## src/rtl/bus_router.sv

```systemverilog
// Routes the single memory_* master port to bram/print/clint with one outstanding
// transaction, forwarding only the selected slave's response and synthesising errors.
module bus_router #(
  parameter logic [31:0] BRAM_BASE  = 32'h0000_0000,
  parameter logic [31:0] BRAM_TOP   = 32'h0010_0000,
  parameter logic [31:0] PRINT_BASE = 32'h0100_0000,
  parameter logic [31:0] PRINT_TOP  = 32'h0100_0004,
  parameter logic [31:0] CLINT_BASE = 32'h0200_0000,
  parameter logic [31:0] CLINT_TOP  = 32'h0200_C000,
  parameter logic [31:0] HOST_ADDR  = 32'h0000_1000,
  parameter int unsigned TIMEOUT    = 1024
) (
  input  logic        clock,
  input  logic        reset,
  // master port
  input  logic        memory_valid,
  input  logic        memory_instr,
  input  logic [31:0] memory_addr,
  input  logic [31:0] memory_wdata,
  input  logic [3:0]  memory_wstrb,
  output logic [31:0] memory_rdata,
  output logic        memory_ready,
  output logic        memory_error,
  // bram slave
  output logic        bram_valid,
  output logic        bram_instr,
  output logic [31:0] bram_addr,
  output logic [31:0] bram_wdata,
  output logic [3:0]  bram_wstrb,
  input  logic [31:0] bram_rdata,
  input  logic        bram_ready,
  // print slave
  output logic        print_valid,
  output logic        print_instr,
  output logic [31:0] print_addr,
  output logic [31:0] print_wdata,
  output logic [3:0]  print_wstrb,
  input  logic [31:0] print_rdata,
  input  logic        print_ready,
  // clint slave
  output logic        clint_valid,
  output logic        clint_instr,
  output logic [31:0] clint_addr,
  output logic [31:0] clint_wdata,
  output logic [3:0]  clint_wstrb,
  input  logic [31:0] clint_rdata,
  input  logic        clint_ready,
  // debug: current FSM state (0=IDLE, 1=BUSY, 2=ERR)
  output logic [1:0]  dbg_state_o
);

  // Handshake: memory_valid is sampled whenever the router can accept (IDLE, ERR, or
  // the completing BUSY cycle); the chosen *_valid is a one-cycle combinational pulse
  // in that same cycle, and memory_ready is a one-cycle strobe carrying rdata/error.

  localparam int CW = (TIMEOUT > 0) ? $clog2(TIMEOUT + 1) : 1;
  localparam logic [CW-1:0] TO_LAST = CW'((TIMEOUT > 0) ? TIMEOUT - 1 : 0);
  localparam logic [CW-1:0] CNT_MAX = {CW{1'b1}};

  typedef enum logic [1:0] {
    ST_IDLE = 2'd0,
    ST_BUSY = 2'd1,
    ST_ERR  = 2'd2
  } state_t;

  typedef enum logic [1:0] {
    TGT_NONE  = 2'd0,
    TGT_BRAM  = 2'd1,
    TGT_PRINT = 2'd2,
    TGT_CLINT = 2'd3
  } tgt_t;

  state_t        state_q, state_d;
  tgt_t          sel_q, sel_d;
  logic [CW-1:0] cnt_q, cnt_d;

  tgt_t        dec_tgt;
  logic        sel_ready;
  logic [31:0] sel_rdata;
  logic        timeout_hit;
  logic        can_accept;
  logic        issue;

  always_comb begin
    dec_tgt = TGT_NONE;
    if (memory_addr >= CLINT_BASE && memory_addr < CLINT_TOP)
      dec_tgt = TGT_CLINT;
    else if (memory_addr >= PRINT_BASE && memory_addr < PRINT_TOP)
      dec_tgt = TGT_PRINT;
    else if (memory_addr >= BRAM_BASE && memory_addr < BRAM_TOP)
      dec_tgt = TGT_BRAM;
    else if (memory_addr == HOST_ADDR)
      dec_tgt = TGT_BRAM;
  end

  // Only the latched target's response is visible; all other readies are dropped.
  always_comb begin
    sel_ready = 1'b0;
    sel_rdata = 32'h0;
    case (sel_q)
      TGT_BRAM:  begin sel_ready = bram_ready;  sel_rdata = bram_rdata;  end
      TGT_PRINT: begin sel_ready = print_ready; sel_rdata = print_rdata; end
      TGT_CLINT: begin sel_ready = clint_ready; sel_rdata = clint_rdata; end
      default:   begin sel_ready = 1'b0;        sel_rdata = 32'h0;       end
    endcase
  end

  assign timeout_hit = (TIMEOUT != 0) && (cnt_q == TO_LAST);

  always_comb begin
    state_d      = state_q;
    sel_d        = sel_q;
    cnt_d        = cnt_q;
    memory_ready = 1'b0;
    memory_error = 1'b0;
    memory_rdata = 32'h0;
    can_accept   = 1'b0;
    issue        = 1'b0;

    case (state_q)
      ST_IDLE: can_accept = 1'b1;
      ST_BUSY: begin
        if (sel_ready) begin
          memory_ready = 1'b1;
          memory_rdata = sel_rdata;
          can_accept   = 1'b1;
        end else if (timeout_hit) begin
          memory_ready = 1'b1;
          memory_error = 1'b1;
          can_accept   = 1'b1;
        end else if (cnt_q != CNT_MAX) begin
          cnt_d = cnt_q + CW'(1);
        end
      end
      ST_ERR: begin
        memory_ready = 1'b1;
        memory_error = 1'b1;
        can_accept   = 1'b1;
      end
      default: can_accept = 1'b1;
    endcase

    if (can_accept) begin
      state_d = ST_IDLE;
      sel_d   = TGT_NONE;
      if (memory_valid && !reset) begin
        if (dec_tgt != TGT_NONE) begin
          issue   = 1'b1;
          state_d = ST_BUSY;
          sel_d   = dec_tgt;
          cnt_d   = '0;
        end else begin
          state_d = ST_ERR;
        end
      end
    end
  end

  always_ff @(posedge clock or posedge reset) begin
    if (reset) begin
      state_q <= ST_IDLE;
      sel_q   <= TGT_NONE;
      cnt_q   <= '0;
    end else begin
      state_q <= state_d;
      sel_q   <= sel_d;
      cnt_q   <= cnt_d;
    end
  end

  assign bram_valid  = issue && (dec_tgt == TGT_BRAM);
  assign print_valid = issue && (dec_tgt == TGT_PRINT);
  assign clint_valid = issue && (dec_tgt == TGT_CLINT);

  assign bram_addr  = memory_addr - BRAM_BASE;
  assign print_addr = memory_addr - PRINT_BASE;
  assign clint_addr = memory_addr - CLINT_BASE;

  assign bram_instr  = memory_instr;
  assign print_instr = memory_instr;
  assign clint_instr = memory_instr;
  assign bram_wdata  = memory_wdata;
  assign print_wdata = memory_wdata;
  assign clint_wdata = memory_wdata;
  assign bram_wstrb  = memory_wstrb;
  assign print_wstrb = memory_wstrb;
  assign clint_wstrb = memory_wstrb;

  assign dbg_state_o = state_q;

endmodule

```

## config.mk

```make
export PLATFORM = sky130hd
export DESIGN_NAME = bus_router
export DESIGN_NICKNAME = d
export VERILOG_FILES = /design/src/rtl/bus_router.sv
export SDC_FILE = /design/constraint.sdc
export NUM_CORES = 1
export LEC_CHECK = 0
export ABC_CLOCK_PERIOD_IN_PS = 4600
export CAP_MARGIN = 10
export CORE_AREA = 2 2 161 163
export CTS_CLUSTER_DIAMETER = 120
export DETAILED_ROUTE_END_ITERATION = 7
export DIE_AREA = 0 0 163 165
export PLACE_DENSITY = 0.46
export SLEW_MARGIN = 20
export SYNTH_ARGS = -nofsm -noshare
export SYNTH_HDL_FRONTEND = slang
export SYNTH_SLANG_ARGS = --single-unit
```

## constraint.sdc

```tcl
create_clock -name clock -period 4.6 [get_ports clock]
set_input_delay 1.15 -clock clock [delete_from_list [all_inputs] [get_ports clock]]
set_output_delay 1.15 -clock clock [all_outputs]
set_load 0.01 [all_outputs]
```

==> summary.txt <==
Synth
  • Sequential area share after synthesis: 10.4%
  • Post-Syn Area: 3620 um2
  • Share of synthesized registers carrying an async set or reset: 100%
  • YS warnings: 0
  • Post-synth cell types: 53
  • Post-synthesis register bit count: 15
  • Post-synth EDFFs: 0
  • Leading area contributor after synthesis: buf_4
  • Syn nets: 639
  • Synth top area cells: buf_4, dfrtp_1, mux2_2, a22oi_1, nor2_1
  • Main synth FF type: dfrtp_1
  • Top cell type's share of synthesized area: 39.8%
  • Syn Inst Count: 458
  • Avg Cell Area, Syn: 7.91 um2

Final layout
  • Fillers: 2770
  • Final instance area: about 5700 um2
  • Area Growth Syn to Fin: 58.4%
  • Commonest non-fill, non-tap cells in the layout: clkdlybuf4s50_1, buf_4, nor2_1
  • Final Non-Filler Cells: 907
  • Nets: 759
  • Layout cells sized above 1: 22.0%
  • Antenna Diode Count: 0
  • Commonest non-fill, non-tap cell in the layout: clkdlybuf4s50_1

Clock network
  • Root Buffer: clkbuf_16
  • Hold-fix buffers, CTS: 0
  • Clock slew at reported path FFs: 50 ps
  • H-tree levels: 1
  • Clk sinks: 15
  • Longest Clk Path Bufs: 2
  • Latest clock arrival within the worst-skew pair: 240 ps
  • CTS tree: built
  • Cts bufs inserted: 3

Global route
  • First-pass GRT wire length: 19.2 mm
  • GR Util All Layers: 9.04%
  • Vias in the first global route: 3480
  • Initial antenna violation count: 0
  • Total congestion overflow: 0
  • Largest net degree at the start of global routing: 33

Critical path
  • Setup slack, reg-to-reg: approximately 2200 ps
  • Crit. End Element: output pin
  • CP max FO: 4
  • Startpoint type of the worst setup path: input pin
  • Worst Path Class, Setup: in2out
  • Worst path required time: around 3500 ps
  • Critical path arrival: between 3000 and 4000 ps

Flow run
  • Max-Cap Viols: 0

Floorplan
  • Die height: 165 um
  • Number of I/O pins: 417
  • Std cell rows: 58
  • Core area: between 20000 and 30000 um2
  • Chip width: 163 um
  • Die area: between 20000 and 30000 um2
  • Initial Util: between 10% and 20%

Pwr
  • Leakage power: 2.11 nW
  • VDD IR max: 0.133 mV
  • Pwr dens: around 120 nW/um2

STA
  • Worst-Margin Slew: 645 ps
  • Max Freq: 222 MHz
  • Fin crit period: 4510 ps
  • Final Hold Viols: 0
  • Setup skew after layout: 1.80 ps
  • Max_slew headroom: 57.0%
  • Fin worst setup slack: 86.2 ps
  • Slew Viols, Final: 0
  • Worst hold slack: roughly 500 ps
  • RSZ-0062 raised after global routing: true
  • Final setup vio count: 0
  • Final period util: 98.1%

Detailed routing
  • Detailed Route Iter0 Violations: 99
  • Vias per cell: 3.62
  • DRC: 0
  • Wire length per cell: 14.4 um
  • Routed WL: around 13 mm
  • Final ANT Viol Nets: 0
  • Via count: 3283
  • Drt first pass iters: 4

Place
  • HPWL after DPL: 11.0 mm
  • Cells after DPL: 903
  • Place WS: -441 ps
  • RePlAce Congestion: between 0.7 and 0.8
  • Placed Area: 5640 um2
  • I/O Buffers: 268

Run status
  • Status: finished clean

Hold path
  • Worst Hold Class: reg2reg
==> layout make-up <==
cell class | count | area, um2 | area share, %
Timing Repair Buffer | 325 | 3120 | 54.4
Multi-Input combinational cell | 219 | 1700 | 29.6
Tap cell | 330 | 413 | 7.20
Sequential cell | 15 | 377 | 6.56
Clock buffer | 3 | 75.1 | 1.31
Inverter | 14 | 52.6 | 0.916
Clock inverter | 1 | 5.00 | 0.0872
==> Yosys cell counts, types with 2 or more instances <==
master and number:
buf_4 192, nor2_1 39, a22oi_1 32, mux2_2 32, dfrtp_1 15, clkbuf_1 14
inv_1 14, nand2_1 13, ha_1 10, nor2_2 8, xnor2_1 8, xor2_1 8
a21oi_1 5, nand3_1 5, nor3_1 5, nor4_1 5, o21ai_0 5, nand4_1 3
nor3b_1 3, or4_4 3, a31oi_1 2, buf_1 2, buf_6 2, nand2b_1 2
nor2b_1 2, nor4_2 2
==> layer usage <==
layer	up-vias	share of wire, %	GRT usage [%]
li1	1603	-	-
met1	1480	41	11.2
met2	184	48	15.3
met3	16	9.7	3.16
met4	0	1.0	1.69
met5	-	0	0
==> critical path: stages <==
cell and delay [ps]:
clkdlybuf4s50_1 420, or4_4 580, nor4_4 280, a31oi_1 110, a2111o_1 360, and2_4 160
nor3b_2 140, buf_2 150
==> stage by stage <==
step | util [%] | setup TNS, ps | power (W)
finish | 22.9 | 0 | 0.000681
global route | 22.9 | -4.27 | 0.000721
CTS | 22.8 | 0 | 0.000689
detailed placement | 22.5 | -1270 | 0.000517
global placement | 22.5 | -1170 | 0.000520
floorplan | - | 0 | 0.000397
==> state kept, by name, indices dropped and copies added, names as in the netlist <==
signal       cells
cnt_q           11
dbg_state_o      2
sel_q            2
==> worst paths after layout <==
check | cells after the start | end | from
max | 8 | bram_valid | memory_addr[2]
min | 1 | cnt_q[10] | cnt_q[10]
max reg2reg | 7 | cnt_q[3] | sel_q[1]
min reg2reg | 1 | cnt_q[10] | cnt_q[10]
max in group asynchronous | 3 | sel_q[1] | reset
min in group asynchronous | 3 | cnt_q[4] | reset
==> report_power, final <==
group | internal, W | leakage [nW] | switching (W)
clock | 0.000116 | 0.0409 | 0.0000525
combinational | 0.000234 | 1.89 | 0.000125
sequential | 0.000142 | 0.181 | 0.0000115
==> cells by family (layout without fill, tap and decap cells) <==
kind of cell / count (synthesis) / count (layout) / share of synthesized area, %
buf+inv: 224 / 343 / 43.5
simple gates: 101 / 101 / 15.8
compound gates: 59 / 59 / 12.7
mux: 33 / 33 / 10.3
xor+xnor: 16 / 16 / 3.87
flops: 15 / 15 / 10.4
fa+ha+maj: 10 / 10 / 3.45
==> what timing repair did <==
action,CTS,global route
pin swaps,3,3
resized for setup,16,5
setup buffers,0,0
setup endpoints to repair,3,3
No activity file was read; power rests on OpenSTA's default activity.
